<file path="config.mk">
export PLATFORM = sky130hd
export DESIGN_NAME = wam_display_driver
export DESIGN_NICKNAME = d
export VERILOG_FILES = /design/src/rtl/wam_display_driver.sv
export SDC_FILE = /design/constraint.sdc
export NUM_CORES = 1
export LEC_CHECK = 0
export BUFFER_PORTS_ARGS = -buffer_cell sky130_fd_sc_hd__buf_4
export CAP_MARGIN = 10
export CELL_PAD_IN_SITES_DETAIL_PLACEMENT = 2
export CELL_PAD_IN_SITES_GLOBAL_PLACEMENT = 2
export CORE_MARGIN = 1
export CORE_UTILIZATION = 31
export CTS_CLUSTER_DIAMETER = 80
export CTS_CLUSTER_SIZE = 16
export DETAILED_ROUTE_END_ITERATION = 10
export GPL_ROUTABILITY_DRIVEN = 0
export PLACE_DENSITY_LB_ADDON = 0.1
export SYNTH_ARGS = -nofsm -noshare
export SYNTH_HDL_FRONTEND = slang
export SYNTH_SLANG_ARGS = --single-unit
</file>
<file path="constraint.sdc">
create_clock -name clk -period 4.6 [get_ports clk]
set_clock_uncertainty 0.2 [all_clocks]
set_input_delay 0.69 -clock clk [delete_from_list [all_inputs] [get_ports clk]]
set_output_delay 0.69 -clock clk [all_outputs]
set_load 0.05 [all_outputs]
</file>
<file path="src/rtl/wam_display_driver.sv">
// Four-digit multiplexed 7-segment driver for the whack-a-mole game: score, lives, state glyph, mole on dp.
// Optional blinking of the END_SCREEN display is enabled by defining WAM_DISPLAY_BLINK_EN.
module wam_display_driver #(
    parameter int REFRESH_DIV  = 100000,
    parameter int BLINK_FRAMES = 125
) (
    input  logic       clk,
    input  logic       reset,
    input  logic       mole,
    input  logic [3:0] score,
    input  logic [3:0] lives,
    input  logic [2:0] state,
    output logic [3:0] an,
    output logic [6:0] seg,
    output logic       dp
);

    localparam int CW = (REFRESH_DIV > 1) ? $clog2(REFRESH_DIV) : 1;
    localparam logic [CW-1:0] CNT_MAX = CW'(REFRESH_DIV - 1);
    localparam logic [2:0] ST_IDLE = 3'd0;
    localparam logic [2:0] ST_PLAY = 3'd1;
    localparam logic [2:0] ST_END  = 3'd2;

    typedef struct packed {
        logic       mole;
        logic [3:0] score;
        logic [3:0] lives;
        logic [2:0] state;
    } snap_t;

    function automatic logic [6:0] dec_glyph(input logic [3:0] v);
        logic [6:0] g;
        case (v)
            4'd0:    g = 7'h40;
            4'd1:    g = 7'h79;
            4'd2:    g = 7'h24;
            4'd3:    g = 7'h30;
            4'd4:    g = 7'h19;
            4'd5:    g = 7'h12;
            4'd6:    g = 7'h02;
            4'd7:    g = 7'h78;
            4'd8:    g = 7'h00;
            4'd9:    g = 7'h10;
            default: g = 7'h7F;
        endcase
        return g;
    endfunction

    function automatic logic [6:0] state_glyph(input logic [2:0] st);
        logic [6:0] g;
        case (st)
            ST_IDLE: g = 7'h4F;
            ST_PLAY: g = 7'h42;
            ST_END:  g = 7'h06;
            default: g = 7'h3F;
        endcase
        return g;
    endfunction

    logic [CW-1:0] cnt_q, cnt_d;
    logic [1:0]    dig_q, dig_d;
    snap_t         snap_q, snap_d;
    logic          load_q;
    logic [3:0]    an_q, an_d, an_raw_s;
    logic [6:0]    seg_q, seg_d, seg_raw_s;
    logic          dp_q, dp_d, dp_raw_s;
    logic          tick_s, wrap_s, blank_s;
    logic [3:0]    ones_s, lives_s;

    // Refresh counter, digit index and frame-boundary snapshot selection
    always_comb begin
        tick_s = (cnt_q == CNT_MAX);
        wrap_s = tick_s && (dig_q == 2'd3);
        if (tick_s) begin
            cnt_d = '0;
            dig_d = dig_q + 2'd1;
        end else begin
            cnt_d = cnt_q + CW'(1);
            dig_d = dig_q;
        end
        if (wrap_s || load_q) begin
            snap_d = {mole, score, lives, state};
        end else begin
            snap_d = snap_q;
        end
    end

    // Decode the next digit from the snapshot that will be live for that frame
    always_comb begin
        ones_s    = (snap_d.score >= 4'd10) ? (snap_d.score - 4'd10) : snap_d.score;
        lives_s   = (snap_d.lives > 4'd9) ? 4'd9 : snap_d.lives;
        an_raw_s  = 4'b1111;
        seg_raw_s = 7'h7F;
        dp_raw_s  = 1'b1;
        case (dig_d)
            2'd0: begin
                an_raw_s  = 4'b1110;
                seg_raw_s = dec_glyph(ones_s);
                dp_raw_s  = ~snap_d.mole;
            end
            2'd1: begin
                an_raw_s  = 4'b1101;
                seg_raw_s = (snap_d.score >= 4'd10) ? dec_glyph(4'd1) : 7'h7F;
            end
            2'd2: begin
                an_raw_s  = 4'b1011;
                seg_raw_s = dec_glyph(lives_s);
            end
            2'd3: begin
                an_raw_s  = 4'b0111;
                seg_raw_s = state_glyph(snap_d.state);
            end
            default: begin
                an_raw_s  = 4'b1111;
                seg_raw_s = 7'h7F;
            end
        endcase
        if (tick_s) begin
            an_d  = blank_s ? 4'b1111 : an_raw_s;
            seg_d = blank_s ? 7'h7F : seg_raw_s;
            dp_d  = blank_s ? 1'b1 : dp_raw_s;
        end else begin
            an_d  = an_q;
            seg_d = seg_q;
            dp_d  = dp_q;
        end
    end

    // Scan state and registered display outputs
    always_ff @(posedge clk) begin
        if (reset) begin
            cnt_q  <= '0;
            dig_q  <= 2'd3;
            snap_q <= '0;
            load_q <= 1'b1;
            an_q   <= 4'b1111;
            seg_q  <= 7'h7F;
            dp_q   <= 1'b1;
        end else begin
            cnt_q  <= cnt_d;
            dig_q  <= dig_d;
            snap_q <= snap_d;
            load_q <= 1'b0;
            an_q   <= an_d;
            seg_q  <= seg_d;
            dp_q   <= dp_d;
        end
    end

`ifdef WAM_DISPLAY_BLINK_EN
    localparam int FW = (BLINK_FRAMES > 1) ? $clog2(BLINK_FRAMES) : 1;
    localparam logic [FW-1:0] FRM_MAX = FW'(BLINK_FRAMES - 1);

    logic [FW-1:0] frame_q, frame_d;
    logic          vis_q, vis_d;
    logic          started_q, started_d;
    logic          frame_end_s;

    // The wrap that starts the first frame after reset completes no frame
    always_comb begin
        frame_end_s = wrap_s && started_q;
        started_d   = started_q | wrap_s;
        if (frame_end_s) begin
            if (frame_q == FRM_MAX) begin
                frame_d = '0;
                vis_d   = ~vis_q;
            end else begin
                frame_d = frame_q + FW'(1);
                vis_d   = vis_q;
            end
        end else begin
            frame_d = frame_q;
            vis_d   = vis_q;
        end
        blank_s = ~vis_d && (snap_d.state == ST_END);
    end

    // Frame counter and blink phase
    always_ff @(posedge clk) begin
        if (reset) begin
            frame_q   <= '0;
            vis_q     <= 1'b1;
            started_q <= 1'b0;
        end else begin
            frame_q   <= frame_d;
            vis_q     <= vis_d;
            started_q <= started_d;
        end
    end
`else
    logic unused_blink_s;
    assign unused_blink_s = (BLINK_FRAMES > 0);
    assign blank_s        = 1'b0;
`endif

    assign an  = an_q;
    assign seg = seg_q;
    assign dp  = dp_q;

endmodule

</file>
## After elaboration in Yosys (flattened, before gate mapping)

Memory sizes are Yosys's and may differ from the RTL's.
Index checks and enable logic that the tools add are counted.

| word-level totals | value |
|---|---|
| register bits after elaboration | 44 |
| ROM bits | 224 |
| input port bits | 14 |
| output and inout port bits | 12 |
| word-level logic and storage cells | 40 |
| memories | 2 |

| operators by class | value |
|---|---|
| add/sub/neg operators | 3 |
| magnitude comparators | 2 |
| eq/ne operators | 7 |
| mux-type cells | 10 |
| bitwise operators | 1 |
| reductions and logical operators | 5 |

Memories:

| memory | words | bits a word | rd ports | clocked after memory_dff | wr ports | line | source |
|---|---|---|---|---|---|---|---|
| (no name shown) | 16 | 7 | 1 | 0 | 0 | 33 | `case (v)` |
| (no name shown) | 16 | 7 | 1 | 0 | 0 | 33 |  |

Operators with widths:

| kind | count |
|---|---|
| $pmux 7 s4 | 1 |
| $pmux 7 s3 | 1 |
| $add 17x1->17 const B | 1 |
| $eq 17x17->1 const B | 1 |
| $pmux 4 s4 | 1 |
| $mux 12 | 1 |
| $mux 4 | 2 |
| $eq 2x2->1 const B | 3 |
| $ge 4x4->1 const B | 1 |
| $gt 4x4->1 const B | 1 |
| $sub 4x4->4 const B | 1 |
| $eq 3x1->1 const B | 1 |
| $eq 3x2->1 const B | 1 |
| $logic_not 3->1 | 1 |
| $mux 3 | 1 |
| $add 2x1->2 const B | 1 |
| $eq 2x1->1 const B | 1 |
| $logic_not 2->1 | 1 |
| $mux 1 | 2 |
| $mux 2 | 1 |
| $reduce_or 2->1 | 1 |
| $logic_and 1x1->1 | 1 |
| $logic_or 1x1->1 | 1 |
| $not 1->1 | 1 |

## Depth between registers and ports, before layout

Gate-level depths: netlist of the first run.
An unclocked memory read counts as a cell.

| logic depth | value |
|---|---|
| word-level depth | 8 |
| mapped depth | 15 |
| depth with buffers taken out | 14 |

## Worst setup path after synthesis of the first run

No wires, ideal clock.

| timing path | value |
|---|---|
| kind | register to register |
| start | reg cnt_q[0] |
| end | reg seg_q[0], in the netlist seg[0] |
| library setup time | 86 ps |
| arrival time | 3,089 ps |
| data required time | 4,314 ps |
| setup slack | 1,225 ps |
| stages on the path, launching flop included | 16 |
| buffers on the path | 1 |
| clock period less this slack | 3,375 ps |
| cell sequence | dfxtp_1 -> ha_1 -> and4_4 -> and4_1 -> buf_6 -> a21oi_4 -> mux2_4 -> inv_2 -> ha_1 -> inv_1 -> nor3b_1 -> nor2_1 -> o2111a_1 -> mux2_2 -> nand2_1 -> a221oi_2 |

| between the ends | value |
|---|---|
| cells in the longest elaborated chain, start to end | 8 |
| elaborated cells on any way between the ends | 21 |
| classes of those cells | add/sub (1); order compare (2); eq/ne (6); mux (6); reduce/logical (4); memory (2) |

Ends and longest elaborated chain:

| item | line | source |
|---|---|---|
| start, declared | 60 | `logic [CW-1:0] cnt_q, cnt_d;` |
| start signal, assigned | 140 | `cnt_q <= cnt_d;` |
| $eq 17x17->1 * | 72 | `tick_s = (cnt_q == CNT_MAX);` |
| $logic_and 1x1->1 | 73 | `wrap_s = tick_s && (dig_q == 2'd3);` |
| $logic_or 1x1->1 | 81 | `if (wrap_s \|\| load_q) begin` |
| $mux 12 | 81 |  |
| $sub 4x4->4 (tied with other cells) | 90 | `ones_s = (snap_d.score >= 4'd10) ? (snap_d.score - 4'd10) : snap_d.score;` |
| $mux 4 (on tied branches) | 90, 91 |  |
| $mem_v2 16x7 | n/a |  |
| $pmux 7 s4 | 95 | `case (dig_d)` |
| end signal, assigned | 145 | `seg_q <= seg_d;` |
| end, declared | 65 | `logic [6:0] seg_q, seg_d, seg_raw_s;` |

Mark *: on every way between the ends. The rest lies on a longest branch, timed or not.
A chain may end at the register's enable or synchronous reset.

## Worst setup path after layout of the first run

| timing path | value |
|---|---|
| start | reg cnt_q[0] |
| end | reg seg_q[4], in the netlist seg[4] |

Same word-level chain as after synthesis.

==> flow_summary.yaml, run 1 <==
status:
  status: "complete, no violations"
synthesis:
  ys_seq_area_share_pct: 32.5
  synth_async_sr_flop_share_pct: 0
  synth_area_leaders: "dfxtp_1 32%, ha_1 6.5%, nor2_1 5.4%"
  synthCells: 309
  synth_warnings: 0
  syn-num-nets: 337
  synth_edf_count: 0
  yosys.area.top_type: "dfxtp_1"
  synthFlopType: "dfxtp_1"
  synth.top_cell.area_share_pct: 32.5
  yosysUniqueCellTypes: 68
  synth_area_um2: 2710
  ys_ff_latch: 44
  synth_area_per_cell_um2: 8.78
final_layout:
  num_antenna_cells: 0
  syn_to_final_growth_pct: 14.2
  drive_gt1_share_pct: 18.0
  instances_no_fill: 438
  nets: 360
placed_design:
  dpl.hpwl_um: 5750
  place_inst: 430
  portBuffers: 25
sta:
  post-route-min-period_ns: 3.90
  setup_viol: 0
  fmax_mhz: 257
  fin_crit_sh_pct: 84.7
  tns_ns: 0
  maxSlewViolCount: 0
  rsz0062_at_grt: "false"
  slew_headroom_pct: 49.0
  hold_viol_final: 0
  tightestPinTransition_ns: 0.763
drt:
  drt-total-wl_um: 7670
  wl_per_cell_um: 17.5
  drc_errors: 0
  firstDrtPassIters: 4
  num_vias: 2337
  avgViaCountPerCell: 5.34
  drt_iter0_markers: 93
  drtAntennaViolNets: 0
critical_path:
  rr_startpoint: "cnt_q[0]"
  crit_fanout: 9
  worst-r2r-setup-slack_ns: 0.70
  critPathRequiredTime_ns: 4.58
  crit_path_start_kind: "register"
  r2r_end: "seg[4]"
  arrival_ns: 3.88
  worst-r2r-cell-count: 13
  cp-end-kind: "register"
  critical_path_class: "reg -> reg"
flow_run:
  drv_cap: 0
die:
  die_x_um: 95.5
  num_rows: 33
  die_h_um: 95.5
  initial_utilization_pct: 32.5
  dieArea_um2: 9130
  num_io_pins: 26
  core_um2: 8340
pwr:
  leakage_nw: 1.19
  power_density_nw_per_um2: 275
  ir_worst_vdd_mv: 0.125
clocking:
  cts.path.max_buffers: 2
  clock_latency_ns: 0.31
  root_buffer: "clkbuf_8"
  htree_levels: 2
  cts_setup_buffers: 0
  cts_tree: "done"
  cts_hold_buffers: 0
  path_clk_slew_ns: 0.10
  cts_sinks: 44
  cts_resized: 0
  cts_made_buffers: 5
worst_hold_path:
  hp-start: "cnt_q[0]"
  hold_path_depth: 1
  holdPathEnd: "cnt_q[0]"
  holdCritPathClass: "reg -> reg"
global_routing:
  grt_max_degree: 20
  grt_util_all_layers_pct: 18.1
  grt_pass1_wl_um: 12500
  grt-ovfl-total: 0
  grt_pass1_vias: 2390
  antenna_found_initial: 0
-- final cells by class --
type,instances,area [um2]
flip-flops and latches,44,881
fillers,979,5240
clock inverters,3,47.5
clock buffers,5,68.8
well taps,105,131
multi-input cells,242,1720
repair buffers,27,203
inverters,12,45.0
-- cells by family (layout without fill, tap and decap cells) --
| kind of cell | after synthesis | after routing | synth area share, % |
|---|---|---|---|
| fa+ha+maj | 14 | 14 | 6.46 |
| simple gates | 130 | 130 | 24.3 |
| buf+inv | 23 | 47 | 4.10 |
| xor+xnor | 16 | 16 | 5.17 |
| compound gates | 59 | 59 | 17.3 |
| flops | 44 | 44 | 32.5 |
| mux | 23 | 23 | 10.3 |
-- through the flow --
| step | utilization [%] | power, mW | hold slack [ns] | instance area [um2] | worst slack (ns) |
|---|---|---|---|---|---|
| floorplan | - | 0.496 | 0.226 | 2710 | 1.23 |
| global placement | 35.7 | 0.538 | 0.243 | 2980 | 0.778 |
| detailed placement | 35.7 | 0.540 | 0.265 | 2980 | 0.729 |
| CTS | 37.1 | 0.863 | 0.290 | 3100 | 0.717 |
| global route | 37.1 | 0.892 | 0.298 | 3100 | 0.376 |
| finish | 37.1 | 0.851 | 0.278 | 3100 | 0.705 |
-- cell usage in the layout (no fill, tap or decap), types with 2 or more instances in the layout --
cell      count
nor2_1       39
a221oi_2      3
clkinv_4      2
inv_1        11
and2_1        3
mux2i_2       2
nor4_1        2
a21o_1        3
mux2_2        3
mux2_1        2
a211oi_1      2
nand2_1      32
a21oi_1      11
and3_1        6
a31oi_1       5
or3_1         5
xnor2_1       6
o31ai_1       2
nand3_1       7
buf_4        27
clkbuf_8      5
nand4_1       5
nor3_1        8
ha_1         14
mux2_4        2
mux2i_4       2
nand2b_1      6
o21ai_0      10
xor2_1       10
dfxtp_1      44
o311ai_1      2
and4_1        2
mux2i_1      12
nor3b_1       5
-- layer usage --
layer | vias up | GRT usage, % | share of wire, %
li1 | 1142 | - | -
met1 | 1153 | 24.7 | 50
met2 | 35 | 29.9 | 45
met3 | 7 | 2.63 | 3.2
met4 | 0 | 4.48 | 1.1
met5 | - | 0 | 0
-- cells in the mapped netlist, drive strengths merged (2+ instances only) --
cell and instances:
dfxtp 44, nor2 40, nand2 32, mux2i 16, ha 14, a21oi 12, inv 12, o21ai 11
xor2 10, nor3 8, and3 7, mux2 7, nand3 7, clkbuf 6, nand2b 6, xnor2 6
a31oi 5, buf 5, nand4 5, nor3b 5, or3 5, a21o 4, a211oi 3, a221oi 3
and2 3, and4 3, nor4 2, nor4b 2, o211ai 2, o311ai 2, o31ai 2
-- power breakdown --
part,switching (mW),internal [mW],total [mW]
logic,0.0763,0.0547,0.131
registers,0.00992,0.390,0.399
clock network,0.157,0.164,0.321
total,0.243,0.608,0.851
-- sequential cells by signal, summed over array words and instances (netlist names) --
signal	count
dig_q	2
dp	1
snap_q	12
an	4
cnt_q	17
seg	7
load_q	1
-- worst max-delay path, cell delays in order, from the launching register on --
cell and delay [ns]:
dfxtp_1 0.35, ha_1 0.24, and4_4 0.21, and4_1 0.30, a21oi_4 0.40, mux2i_1 0.41
ha_1 0.24, inv_1 0.09, nor3b_1 0.27, nor2_1 0.08, o2111a_1 0.35, nand2b_1 0.21
mux2i_1 0.28, o211ai_1 0.12
-- how the worst max path moves through the flow --
stage,from,to,slack [ns],cells after the start
after global placement,cnt_q[0],seg[4],0.78,13
after global routing,cnt_q[0],seg[4],0.38,13
final,cnt_q[0],seg[4],0.70,13
after detailed placement,cnt_q[0],seg[4],0.73,13
after floorplan,cnt_q[0],seg[0],1.23,15
after CTS,cnt_q[0],seg[4],0.72,13
Note: power is estimated with default switching activity, not from simulation.
==> run 2, diff against run 1 <==
==> constraint.sdc (replaced) <==
create_clock -name clk -period 3.2 [get_ports clk]
set_clock_uncertainty 0.2 [all_clocks]
set_input_delay 0.48 -clock clk [delete_from_list [all_inputs] [get_ports clk]]
set_output_delay 0.48 -clock clk [all_outputs]
set_load 0.05 [all_outputs]
==> run 2 against run 1 <==
  * Final cell count grew 7.8%
  * Critical endpoint is now seg[3]
  * Clock power grew 44%
  * First-iteration DRC count grew 20%
  * Count of clock-buffer cells in the layout is the same
  * Maximum frequency grew 23%
  * Largest cell class unchanged
  * Sequential share of layout area shrank 3.2 points
==> flow_summary.yaml, run 2 (synthesis gave the netlist of run 1 again) <==
status:
  status: "complete, no violations"
sta:
  maxSlewViolCount: 0
  fmax_mhz: 317
  rsz0062_at_grt: "true"
  tightestPinTransition_ns: 0.500
  hold_viol_final: 0
  hold_slack_ns: 0.229
  worst_slack_ns: 0.0409
  post-route-min-period_ns: 3.16
  fin_crit_sh_pct: 98.7
  slew_headroom_pct: 66.6
  setup_viol: 0
global_routing:
  grt-ovfl-total: 0
  grt_util_all_layers_pct: 20.6
  grt_pass1_vias: 2550
  grt_pass1_wl_um: 14000
  grt_max_degree: 18
  antenna_found_initial: 0
pwr:
  clkPwrFrac_pct: 35.8
  intPower_mw: 0.916
  leakage_nw: 1.38
  power.switching_mw: 0.373
  seq_power_share_pct: 44.7
  p_total_mw: 1.29
  power_density_nw_per_um2: 367
  ir_worst_vdd_mv: 0.232
  swShare_pct: 28.9
  pwr-share-comb_pct: 19.5
clocking:
  clock_latency_ns: 0.31
  cts.path.max_buffers: 2
  htree_levels: 2
  cts_made_buffers: 5
  cts_tree: "done"
  cts_sinks: 44
  root_buffer: "clkbuf_8"
  path_clk_slew_ns: 0.10
  cts_hold_buffers: 0
critical_path:
  cp-end-kind: "register"
  cp.depth: 14
  critical_path.startpoint: "cnt_q[1]"
  worst-r2r-cell-count: 14
  critPathMaxStageDelay_ns: 0.37
  r2r_end: "seg[3]"
  worstPathCellList: "ha_4 -> and4_4 -> and4_4 -> a21oi_4 -> mux2_4 -> inv_4 -> ha_4 -> inv_4 -> nor3b_2 -> nor2_1 -> o2111a_2 -> mux2_4 -> nand2_2 -> a221oi_2"
  cp-endpoint: "seg[3]"
  crit_fanout: 7
  critical_path_class: "reg -> reg"
  rr_startpoint: "cnt_q[1]"
  critPathTopFamily: "compound AO/OA/AOI/OAI gates"
  critPathRequiredTime_ns: 3.23
  arrival_ns: 3.19
  crit_slowest_cell: "dfxtp_4"
  cp_num_buf_inv: 2
  worst-r2r-setup-slack_ns: 0.04
  crit_path_start_kind: "register"
final_layout:
  multi_input_area_um2: 1870
  nets: 394
  layout_common_cells: "60 x buf_4, 41 x dfxtp_1, 39 x nor2_1, 29 x nand2_1"
  num_antenna_cells: 0
  top_register: "cnt_q"
  register_area_um2: 887
  finish.utilization_pct: 42.2
  drive_gt1_share_pct: 32.4
  syn_to_final_growth_pct: 29.6
  instances_no_fill: 472
  largest_register_ffs: 17
  layout_commonest_cell: "buf_4"
  fill_cells: 955
die:
  num_io_pins: 26
  die_h_um: 95.5
  dieArea_um2: 9130
  num_rows: 33
  die_x_um: 95.5
  initial_utilization_pct: 32.5
  core_um2: 8340
drt:
  avgViaCountPerCell: 5.35
  drc_errors: 0
  num_vias: 2524
  drtAntennaViolNets: 0
  wl_per_cell_um: 18.5
  firstDrtPassIters: 5
  drt-total-wl_um: 8720
  drt_iter0_markers: 112
placed_design:
  preCtsSetupSlack_ns: -0.190
  place_inst: 458
  dpl.hpwl_um: 6550
  portBuffers: 25
worst_hold_path:
  holdCritPathClass: "in -> reg"
flow_run:
  drv_cap: 0
## run 2: cell types whose count changed in the layout (fill, tap and decap cells not counted), moves of 3 or more
cell,before,now
nand2_1,32,29
mux2i_1,12,9
dfxtp_1,44,41
buf_4,27,60
ha_1,14,11
ha_4,0,3
## run 2: stage by stage
step	cell area, um2	setup TNS (ns)
finish	3520	0
floorplan	2740	0
global route	3520	-0.432
CTS	3430	0
global placement	3220	-0.235
detailed placement	3220	-0.442
## run 2: metal layers
layer / global-route usage (%) / share of wire, % / vias to the layer above
li1: - / - / 1214
met1: 27.9 / 49 / 1258
met2: 34.2 / 47 / 40
met3: 2.87 / 2.2 / 12
met4: 4.98 / 1.5 / 0
met5: 0 / 0 / -
## run 2: cell type report
class                      instances  area share (%)
inverter                          12            1.42
multi-input combinational        242            53.2
tap                              105            3.74
sequential                        44            25.2
clock inverter                     3            1.32
timing repair buffer              61            13.1
clock buffer                       5            1.96
## run 2: worst min-delay path, cell delays in order
cell     delay, ns
buf_4         0.07
mux2i_1       0.07
nor2_1        0.08
## run 2: worst min-delay path by stage
stage / start / end / slack [ns] / depth (start not counted)
floorplan: cnt_q[0] / cnt_q[0] / 0.23 / 1
global placement: snap_q[2] / snap_q[2] / 0.28 / 2
detailed placement: seg[1] / seg[1] / 0.28 / 1
CTS: mole / snap_q[11] / 0.23 / 3
global route: reset / load_q / 0.23 / 1
finish: mole / snap_q[11] / 0.23 / 3
## run 2: timing repair
action                     CTS  global route
cloned                       0             0
buffers inserted             1             5
resized for setup           19            12
pin swaps                    7            11
setup endpoints to repair    6             7
## run 2: power groups by stage
stage	sequential (mW)	clock, mW	combinational [mW]
detailed placement	0.588	0	0.221
floorplan	0.583	0	0.138
finish	0.577	0.461	0.251
CTS	0.576	0.474	0.238
global route	0.579	0.498	0.276
global placement	0.587	0	0.214
